<file path="config.mk">
export PLATFORM = sky130hd
export DESIGN_NAME = hilo_muldiv_unit
export DESIGN_NICKNAME = d
export VERILOG_FILES = /design/src/rtl/hilo_muldiv_unit_pkg.sv /design/src/rtl/hilo_muldiv_unit_iter_core.sv /design/src/rtl/hilo_muldiv_unit.sv
export SDC_FILE = /design/constraint.sdc
export NUM_CORES = 1
export LEC_CHECK = 0
export BUFFER_PORTS_ARGS = -buffer_cell sky130_fd_sc_hd__buf_2
export CORE_ASPECT_RATIO = 2
export CORE_MARGIN = 2
export CORE_UTILIZATION = 35
export DETAILED_ROUTE_END_ITERATION = 8
export MAX_ROUTING_LAYER = met4
export REMOVE_ABC_BUFFERS = 1
export SYNTH_ARGS = -nofsm -noshare
export SYNTH_HDL_FRONTEND = slang
export SYNTH_SLANG_ARGS = --single-unit
</file>
<file path="constraint.sdc">
create_clock -name clk -period 7.43 [get_ports clk]
set_input_delay 1.486 -clock clk [delete_from_list [all_inputs] [get_ports clk]]
set_output_delay 1.486 -clock clk [all_outputs]
set_load 0.03 [all_outputs]
</file>
<file path="src/rtl/hilo_muldiv_unit_pkg.sv">
// Shared encodings for the HI/LO multiply/divide unit: op select, FSM states
// and the funct codes the decoder uses to steer MULTU/DIVU/MFHI/MFLO/MTHI/MTLO.
package hilo_muldiv_unit_pkg;

    localparam logic OP_MULTU = 1'b0;
    localparam logic OP_DIVU  = 1'b1;

    typedef enum logic [1:0] {
        IDLE = 2'd0,
        RUN  = 2'd1,
        DONE = 2'd2
    } state_t;

    localparam logic [5:0] FUNCT_MULTU = 6'b011001;
    localparam logic [5:0] FUNCT_DIVU  = 6'b011011;
    localparam logic [5:0] FUNCT_MFHI  = 6'b010000;
    localparam logic [5:0] FUNCT_MFLO  = 6'b010010;
    localparam logic [5:0] FUNCT_MTHI  = 6'b010001;
    localparam logic [5:0] FUNCT_MTLO  = 6'b010011;

endpackage

</file>
<file path="src/rtl/hilo_muldiv_unit_iter_core.sv">
// One-bit-per-cycle shift-add multiply / restoring divide datapath on a shared 2*WIDTH accumulator.
// load captures operands; each step advances one iteration; {hi_next, lo_next} is the post-step value.
module muldiv_iter_core
    import hilo_muldiv_unit_pkg::*;
#(
    parameter int WIDTH = 32
) (
    input  logic             clk,
    input  logic             reset,
    input  logic             load,
    input  logic             step,
    input  logic             op,
    input  logic [WIDTH-1:0] a,
    input  logic [WIDTH-1:0] b,
    output logic [WIDTH-1:0] hi_next,
    output logic [WIDTH-1:0] lo_next
);

    logic               op_q;
    logic [WIDTH-1:0]   opnd;
    logic [2*WIDTH-1:0] acc;
    logic [2*WIDTH-1:0] acc_step;
    logic [WIDTH:0]     sum;
    logic [WIDTH:0]     shifted;
    logic [WIDTH:0]     diff;

    // Multiply: acc = {partial, multiplier}; divide: acc = {remainder, dividend/quotient}.
    // Divide borrow is diff[WIDTH]: remainder < divisor keeps a non-borrowing diff below 2^WIDTH.
    always_comb begin
        sum      = {1'b0, acc[2*WIDTH-1:WIDTH]} + {1'b0, opnd};
        shifted  = acc[2*WIDTH-1:WIDTH-1];
        diff     = shifted - {1'b0, opnd};
        acc_step = acc;
        if (op_q == OP_MULTU) begin
            if (acc[0]) acc_step = {sum, acc[WIDTH-1:1]};
            else        acc_step = {1'b0, acc[2*WIDTH-1:1]};
        end else begin
            if (!diff[WIDTH]) acc_step = {diff[WIDTH-1:0], acc[WIDTH-2:0], 1'b1};
            else              acc_step = {shifted[WIDTH-1:0], acc[WIDTH-2:0], 1'b0};
        end
    end

    always_ff @(posedge clk) begin
        if (!reset) begin
            op_q <= OP_MULTU;
            opnd <= '0;
            acc  <= '0;
        end else if (load) begin
            op_q <= op;
            opnd <= (op == OP_MULTU) ? a : b;
            acc  <= {{WIDTH{1'b0}}, ((op == OP_MULTU) ? b : a)};
        end else if (step) begin
            acc <= acc_step;
        end
    end

    assign hi_next = acc_step[2*WIDTH-1:WIDTH];
    assign lo_next = acc_step[WIDTH-1:0];

endmodule

</file>
<file path="src/rtl/hilo_muldiv_unit.sv">
// Iterative MULTU/DIVU owning HI/LO; result lands WIDTH edges after start, done pulses one cycle after.
// busy stalls the PC; start and MTHI/MTLO are ignored while an operation runs.
module hilo_muldiv_unit
    import hilo_muldiv_unit_pkg::*;
#(
    parameter int WIDTH = 32,
    parameter int CNT_W = $clog2(WIDTH) + 1
) (
    input  logic             clk,
    input  logic             reset,
    input  logic             start,
    input  logic             op,
    input  logic [WIDTH-1:0] a,
    input  logic [WIDTH-1:0] b,
    input  logic             hi_we,
    input  logic             lo_we,
    input  logic [WIDTH-1:0] wdata,
    output logic             busy,
    output logic             done,
    output logic [WIDTH-1:0] hi,
    output logic [WIDTH-1:0] lo
);

    localparam logic [CNT_W-1:0] LAST = CNT_W'(WIDTH - 1);

    state_t           state;
    logic [CNT_W-1:0] cnt;
    logic             accept;
    logic [WIDTH-1:0] hi_next;
    logic [WIDTH-1:0] lo_next;

    assign accept = start && (state != RUN);

    muldiv_iter_core #(.WIDTH(WIDTH)) u_core (
        .clk     (clk),
        .reset   (reset),
        .load    (accept),
        .step    (state == RUN),
        .op      (op),
        .a       (a),
        .b       (b),
        .hi_next (hi_next),
        .lo_next (lo_next)
    );

    always_ff @(posedge clk) begin
        if (!reset) begin
            state <= IDLE;
            cnt   <= '0;
            hi    <= '0;
            lo    <= '0;
            busy  <= 1'b0;
            done  <= 1'b0;
        end else begin
            done <= 1'b0;
            case (state)
                IDLE, DONE: begin
                    // An mt-write on the accept edge lands now; the result overwrites it later.
                    if (hi_we) hi <= wdata;
                    if (lo_we) lo <= wdata;
                    cnt <= '0;
                    if (start) begin
                        state <= RUN;
                        busy  <= 1'b1;
                    end else begin
                        state <= IDLE;
                        busy  <= 1'b0;
                    end
                end
                RUN: begin
                    if (cnt == LAST) begin
                        hi    <= hi_next;
                        lo    <= lo_next;
                        cnt   <= '0;
                        state <= DONE;
                        busy  <= 1'b0;
                        done  <= 1'b1;
                    end else begin
                        cnt <= cnt + 1'b1;
                    end
                end
                default: begin
                    state <= IDLE;
                    busy  <= 1'b0;
                end
            endcase
        end
    end

endmodule

</file>
### After elaboration in Yosys (flattened, before gate mapping)

Index checks and enable logic that the tools add are counted.

* muxes and demuxes: 22
* reductions and logical operators: 9
* bitwise operators: 1
* equal/unequal tests: 7
* $add $sub $neg: 3

Operator list (number)
* 2-to-1 mux 32 bit: 8
* 2-to-1 mux 64 bit: 3
* case mux 32 bit (2 select lines): 2
* adder 32 x 32 -> 33 bit: 1
* subtractor 33 x 32 -> 33 bit: 1
* case mux 6 bit (2 select lines): 1
* adder 6 x 1 -> 6 bit (second input constant): 1
* == test 6 x 5 -> 1 bit (second input constant): 1
* 2-to-1 mux 6 bit: 1
* inequality test 2 bit (second input constant): 3
* AND reduction 3 bit: 2
* 2-to-1 mux 1 bit: 4
* case mux 2 bit (2 select lines): 1
* nonzero test 2 bit: 2
* OR reduction 2 bit: 2
* == test 2 x 1 -> 1 bit (second input constant): 1
* == test 2 bit (second input constant): 1
* zero test 2 bit: 1
* 2-to-1 mux 2 bit: 1
* inequality test 2 x 1 -> 1 bit (second input constant): 1
* case mux 1 bit (2 select lines): 1
* AND reduction 2 bit: 1
* logical AND 1 bit: 1
* NOT 1 bit: 1

* bits of input ports: 102
* register bits after elaboration: 171
* output and inout port bits: 66

### Logic depth before layout (Yosys ltp)

Gate-level depths: netlist (run 1).

* depth after elaboration: 5
* gate-level depth with buffers: 15

### By module

A second synthesis (run 1) with hierarchy kept.

* cell total of the unflattened synthesis: 1585
* area total of the unflattened synthesis: 13439.1 um^2

By module, submodules not included
* muldiv_iter_core: cells each 1232, instances 1, area an instance 9401.5 um^2
* hilo_muldiv_unit: cells each 353, instances 1, area an instance 4037.6 um^2

### Least setup slack after synthesis (run 1)

No wires, ideal clock.

* kind: register -> register
* from: register u_core.acc[31]
* to: register hi[31]
* path buffers: 1
* data required time: 7.334 ns
* library setup time: 0.096 ns
* clock period less this slack: 3.176 ns
* data arrival time: 3.080 ns
* cell stages (with the launch flop): 14
* slack: 4.254 ns
* path through: dfxtp_1 inv_1 ha_1 fa_1 nor2b_1 o31a_1 o2111a_1 o21ai_2 a2111oi_2 or3_4 nand2_1 buf_6 o311a_1 o41ai_2

* cells in the longest elaborated chain, start to end: 5

RTL lines
* start, declared: RTL line hilo_muldiv_unit_iter_core.sv:21 `logic [2*WIDTH-1:0] acc;`
* start signal, assigned: RTL line hilo_muldiv_unit_iter_core.sv:51 `acc <= {{WIDTH{1'b0}}, ((op == OP_MULTU) ? b : a)};`
* start signal, assigned: RTL line hilo_muldiv_unit_iter_core.sv:53 `acc <= acc_step;`
* subtractor 33 x 32 -> 33 bit: RTL line hilo_muldiv_unit_iter_core.sv:32 `diff = shifted - {1'b0, opnd};`
* 2-to-1 mux 64 bit: RTL line hilo_muldiv_unit_iter_core.sv:38 `if (!diff[WIDTH]) acc_step = {diff[WIDTH-1:0], acc[WIDTH-2:0], 1'b1};`
* 2-to-1 mux 64 bit: RTL line hilo_muldiv_unit_iter_core.sv:34 `if (op_q == OP_MULTU) begin`
* 2-to-1 mux 32 bit: RTL line hilo_muldiv_unit.sv:71 `if (cnt == LAST) begin`
* case mux 32 bit (2 select lines): RTL line hilo_muldiv_unit.sv:56 `case (state)`
* end signal, assigned: RTL line hilo_muldiv_unit.sv:59 `if (hi_we) hi <= wdata;`
* end signal, assigned: RTL line hilo_muldiv_unit.sv:72 `hi <= hi_next;`
* end, declared: RTL line hilo_muldiv_unit.sv:20 `output logic [WIDTH-1:0] hi,`

Every way passes these cells. The select of a mux whose other input is x is not followed.
A chain may end at the register's enable or synchronous reset.

### Final worst setup path (run 1)

* from: register u_core.acc[31]
* to: register hi[30]

Same word-level chain as after synthesis.

==> results.toml, run 1 <==
[run_status]
outcome = "finished clean"

[critical_path]
worst-r2r-cell-count = 13
r2r-start = "u_core.acc[31]"
crit_end_element = "register"
critical_path_class = "reg2reg"
worst_path_largest_cell_delay_ps = 540
worst-endpoint-required_ps = 7760
critical_path_cell_count = 13
cp_top_family = "compound AO/OA/AOI/OAI gates"
cp_max_fo = 20
cp-start-kind = "register"
crit_start = "u_core.acc[31]"
cp_data_arrival_time_ps = 4640
critical_path.cell_chain = "inv_1 > ha_1 > fa_1 > nor2b_1 > o31a_1 > o2111a_1 > o21ai_2 > a2111oi_2 > or3_4 > nand2_1 > a31oi_1 > a211oi_1 > o41ai_1"
cp.buffers_inverters = 1
critical_path.slowest_cell = "nand2_1"

[synth]
avgSynthCellArea_um2 = 7.948
post_synthesis_instance_total = 1538
synth_largest_type_area_fraction = 0.2800
synth-main-ff-cell = "dfxtp_1"
synth-async-reset-ratio = 0
synth.ff_latch_count = 171
area_of_the_mapped_netlist_mm2 = 0.01222
synth_warnings = 0
synth_largest_area_cell = "dfxtp_1"
yosys.cell_types.count = 82
post_synthesis_sequential_area_ratio = 0.2800
synth-edff-count = 0
synth.area.top_cells = "dfxtp_1 (28%), mux2i_1 (8.3%), ha_1 (6.7%)"

[sta]
maxClockFrequency_ghz = 0.2325
worst_slew_pin_slew_ps = 1045
aggregate_negative_setup_slack_ps = 0
hold_viol_final = 0
fin_crit_ps = 4302
final.period_utilization = 0.5790
final-setup-viol-count = 0
timing.final.max_slew_violations = 0
rsz_0062_raised_after_global_routing = "false"
slew_headroom = 0.3033
fin_skew_ps = 17.46

[detailed_routing]
drt_pre_antenna_iters = 8
avgRoutedWirePerCell_um = 21.07
dr_total_vias = 12050
drt-initial-drc-count = 675
drcViolationCount = 0
ant_nets = 0
viasPerCell = 5.769
drt-total-wl_mm = 44.01

[final_layout]
design.final.nets = 1805
multi_input_area_mm2 = 0.008228
antenna_cells_inserted = 0
nFillCells = 3621
syn_to_final_growth_pct = 13.46
final_core_utilization = 0.4037
register_area_mm2 = 0.003425
drive_gt1_frac = 0.1608
finish.instance_area_mm2 = 0.01387

[global_route]
grt_usage = 0.2444
maximum_number_of_pins_on_one_net_before_global_route_repair = 79
antenna_found_initial = 0
first_pass_grt_wire_length_mm = 65.69
globalRouteOverflowTotal = 0
first_global_vias = 11740

[pwr]
share_seq_of_total_power = 0.377
power.net_switching_w = 0.001042
cellInternalPower_w = 0.001782
power.density_cell_area_mw_per_mm2 = 203.6
vdd_ir_drop_max_mv = 0.1751
comb_power_share = 0.313
leakage_nw = 6.286
portion_of_total_power_attributed_to_the_clock_network = 0.310
netSwitchingFraction = 0.3690

[floorplan]
initial_utilization = 0.3558
core.rowCount = 96
die_w_um = 136.2
design.die.area_mm2 = 0.03653
floorplan.core_area_mm2 = 0.03435
die_y_um = 268.3
num_io_pins = 168

[placed_design]
portBuffers = 167
detailed_place.area_mm2 = 0.01333
dp_hpwl_mm = 32.74
finalWeightedCongestion = 1.008

[clock_tree]
tritoncts_clock_tree = "built"
post_cts.resized_instances = 0
h_tree_levels = 4
path_clk_slew_ps = 70
postCtsSetupRepairBufs = 0
worstSkewPairLatency_ps = 470
cts_buf_count = 17
clock-root-buffer = "clkbuf_16"
buffers_from_clock_root_to_sink_at_most = 2
cts_hold_buf = 0
num_clock_sinks = 171

[worst_hold_path]
hold_class = "reg2reg"
hold_path_depth = 2
worst_hold_start = "hi[29]"

[run]
max_cap_viol_count = 0
-- synth_stat cells (31+ instances only) --
master / count
a21o_1: 33
o211a_1: 35
nor2_1: 95
clkbuf_1: 79
nand2_1: 187
dfxtp_1: 171
a21oi_1: 152
inv_1: 51
a211oi_1: 31
o21ai_0: 125
ha_1: 65
mux2i_1: 101
-- area by class of cell --
type	count	area share
multi-input combinational	1216	0.5932
sequential	171	0.2469
tap	441	0.03978
clock inverter	9	0.006405
inverter	51	0.01380
timing repair buffer	179	0.06712
clock buffer	22	0.03275
-- tightest hold or removal path, stage by stage (launching register included) --
cell and delay (ps):
dfxtp_1 310, nand3_1 60, o21ai_1 50
-- kinds of logic after synthesis --
kind of cell	Yosys count	synth area share
fa+ha+maj	67	0.06981
simple gates	426	0.1589
compound gates	538	0.2912
buf+inv	151	0.04985
flops	171	0.2800
mux	131	0.1116
xor+xnor	54	0.03869
-- sequential cells by signal (all words and copies together), names as in the netlist --
register	flops
busy	1
lo	32
done	1
hi	32
state	2
u_core.opnd	32
u_core.acc	64
u_core.op_q	1
cnt	6
-- stage by stage --
stage	setup WS [ps]	total power (W)	instances	hold WS, ps
floorplan	2050	0.001646	1438	472.1
global placement	3320	0.001952	2058	446.1
detailed placement	3201	0.001960	2058	455.3
CTS	3150	0.002829	2089	464.6
global route	2820	0.002951	2089	486.4
finish	3128	0.002824	2089	459.7
-- power groups by stage --
stage               combinational [W]  clock [W]  sequential, W
floorplan                    0.000533          0        0.00111
global placement             0.000872          0        0.00108
detailed placement           0.000878          0        0.00108
CTS                          0.000883   0.000885        0.00106
global route                 0.000962   0.000921        0.00107
finish                       0.000884   0.000877        0.00106
-- final timing paths --
kind,to,slack (ps)
setup reg to reg,hi[30],3130
setup / recovery,hi[30],3130
hold / removal,hi[29],460
hold reg to reg,hi[29],460
-- per-layer routing --
| metal | share of wire | up-vias | GRT usage |
|---|---|---|---|
| met5 | 0 | - | - |
| met4 | 0.081 | 0 | 0.1791 |
| met3 | 0.036 | 170 | 0.02735 |
| met2 | 0.54 | 406 | 0.4468 |
| met1 | 0.35 | 5721 | 0.2318 |
| li1 | - | 5754 | - |
-- cell usage in the layout, fill, tap and decap left out, types with 10 or more instances in the layout --
cell type  count
xor2_1        24
mux2i_1      101
o211a_1       35
and3_1        15
a21o_1        33
a211oi_1      31
a31o_1        10
ha_1          65
xnor2_1       30
nor3_1        13
dfxtp_1      170
a21oi_1      151
nand2_1      187
nor2_1        92
o211ai_1      18
o21a_1        28
inv_1         51
and2_1        30
nor2b_1       18
a31oi_1       22
buf_4         14
clkbuf_16     17
o21ai_0      125
buf_2        165
nand3_1       27
a21boi_0      15
mux2_2        26
(Power assumes the default switching activity.)
==> inputs of run 2 (changes only) <==
==> constraint.sdc (replaced) <==
create_clock -name clk -period 3.64 [get_ports clk]
set_input_delay 0.728 -clock clk [delete_from_list [all_inputs] [get_ports clk]]
set_output_delay 0.728 -clock clk [all_outputs]
set_load 0.03 [all_outputs]
==> run 2 against run 1 <==
Wire length increased by 3.0%. Sequential share of layout area shrank 0.96 points. Total power is 120% higher. Critical path depth unchanged. Clock skew decreased by 3.8 ps. Critical path type unchanged. Largest cell class unchanged.
==> results.toml, run 2 (synthesis results as in run 1) <==
[run_status]
outcome = "finished clean"

[clock_tree]
h_tree_levels = 4
tritoncts_clock_tree = "built"
worstSkewPairLatency_ps = 470
num_clock_sinks = 171
cts_buf_count = 17
cts_hold_buf = 0
buffers_from_clock_root_to_sink_at_most = 2
clock-root-buffer = "clkbuf_16"
path_clk_slew_ps = 70

[sta]
timing.final.max_slew_violations = 0
final.period_utilization = 0.9529
slew_headroom = 0.3968
fin_skew_ps = 13.65
finalHoldWorstSlack_ps = 461.8
timing.final.ws_setup_ps = 171.5
maxClockFrequency_ghz = 0.2883
worst_slew_pin_slew_ps = 904.8
rsz_0062_raised_after_global_routing = "false"
final-setup-viol-count = 0
hold_viol_final = 0
fin_crit_ps = 3468

[critical_path]
crit_end = "hi[3]"
worst-endpoint-required_ps = 4030
setup.reg_to_reg.worst_slack_ps = 170
cp_data_arrival_time_ps = 3860
critical_path.reg2reg.endpoint = "hi[3]"
worst-r2r-cell-count = 13
crit_end_element = "register"
cp_max_fo = 9
cp-start-kind = "register"
crit_start = "u_core.opnd[7]"
r2r-start = "u_core.opnd[7]"
critical_path_class = "reg2reg"

[final_layout]
final_core_utilization = 0.4203
syn_to_final_growth_pct = 18.12
antenna_cells_inserted = 0
drive_gt1_frac = 0.1881
number_of_flip_flops_under_the_largest_register_name = 64
registers.top_by_ff_count = "u_core.acc"
most-common-layout-cells = "nand2_1 (187), dfxtp_1 (169), buf_2 (165), a21oi_1 (151), o21ai_0 (125)"
layout.cells.most_common = "nand2_1"
nFillCells = 3556
register_area_mm2 = 0.003426
design.final.nets = 1847
multi_input_area_mm2 = 0.008265

[detailed_routing]
dr_total_vias = 12080
avgRoutedWirePerCell_um = 21.27
drt_pre_antenna_iters = 8
drt-initial-drc-count = 591
drt-total-wl_mm = 45.35
ant_nets = 0
drcViolationCount = 0
viasPerCell = 5.667

[floorplan]
num_io_pins = 168
die_w_um = 136.2
floorplan.core_area_mm2 = 0.03435
die_y_um = 268.3
design.die.area_mm2 = 0.03653
core.rowCount = 96
initial_utilization = 0.3558

[global_route]
globalRouteOverflowTotal = 0
first_pass_grt_wire_length_mm = 67.85
first_global_vias = 12050
grt_usage = 0.2532
antenna_found_initial = 0
maximum_number_of_pins_on_one_net_before_global_route_repair = 96

[pwr]
vdd_ir_drop_max_mv = 0.3825
leakage_nw = 6.604
cellInternalPower_w = 0.004070
portion_of_total_power_attributed_to_the_clock_network = 0.353
power.net_switching_w = 0.002215
netSwitchingFraction = 0.3524
comb_power_share = 0.303
share_seq_of_total_power = 0.344
total_power_w = 0.006284
power.density_cell_area_mw_per_mm2 = 435.2

[run]
max_cap_viol_count = 0

[placed_design]
portBuffers = 167
preCtsSetupSlack_ps = 160.8
dp_hpwl_mm = 35.41
finalWeightedCongestion = 1.017

[worst_hold_path]
hold_class = "reg2reg"
run 2: changes by cell type in the layout (fill, tap and decap cells not counted), sizes merged:
cell and delta:
buf +42, bufinv +5, clkbuf -5, clkinv +1, clkinvlp -2, inv +2
run 2: cell type report:
| class | instances | area share |
|---|---|---|
| clock buffers | 17 | 0.02946 |
| clock inverters | 15 | 0.01958 |
| inverters | 51 | 0.01326 |
| multi-input cells | 1216 | 0.5724 |
| flip-flops and latches | 171 | 0.2373 |
| well taps | 441 | 0.03822 |
| repair buffers | 221 | 0.08977 |
run 2: timing repair:
action	in CTS	in global routing
endpoints found under the hold margin	0	0
resized for setup	0	8
buffers inserted	0	1
endpoints found under the setup margin	0	22
run 2: worst max-delay path, stage by stage (launching register included):
cell       delay [ps]
dfxtp_1           390
inv_1              60
ha_2              310
a21o_1            220
or3_1             330
o2111a_1          290
o21ai_2           230
a2111oi_4         110
or3_4             430
and2_4            200
buf_12            140
mux2i_1           120
a221o_1           400
a31oi_1           160
run 2: metrics by stage:
step | cells | instance area [µm²] | setup TNS (ps)
3_3_place_gp | 2099 | 13680 | 0
2_1_floorplan | 1438 | 11810 | -110090
3_5_place_dp | 2099 | 13680 | 0
5_1_grt | 2132 | 14440 | 0
6_report | 2132 | 14440 | 0
4_1_cts | 2131 | 14390 | 0
run 2: how the worst min path moves through the flow:
stage / from / endpoint / slack, ps / depth (start not counted)
2_1_floorplan: cnt[3] / cnt[3] / 470 / 2
4_1_cts: hi[26] / hi[26] / 470 / 2
3_3_place_gp: hi[26] / hi[26] / 450 / 2
3_5_place_dp: hi[26] / hi[26] / 460 / 2
6_report: hi[29] / hi[29] / 460 / 2
5_1_grt: hi[29] / hi[29] / 490 / 2
run 2: power by group through the flow:
stage          clock (W)  combinational, W  sequential [W]
2_1_floorplan          0           0.00109         0.00227
3_3_place_gp           0           0.00186         0.00220
3_5_place_dp           0           0.00188         0.00220
4_1_cts          0.00224           0.00189         0.00216
5_1_grt          0.00232           0.00207         0.00217
6_report         0.00222           0.00190         0.00216
run 2: routing by layer:
layer  vias up  wire, µm  track usage  part of all wire
met4         0      3755       0.1909             0.083
met5         -         0            -                 0
met1      5723     15420       0.2310              0.34
met2       360     24710       0.4680              0.54
met3       151      1458      0.03264             0.032
li1       5848         -            -                 -
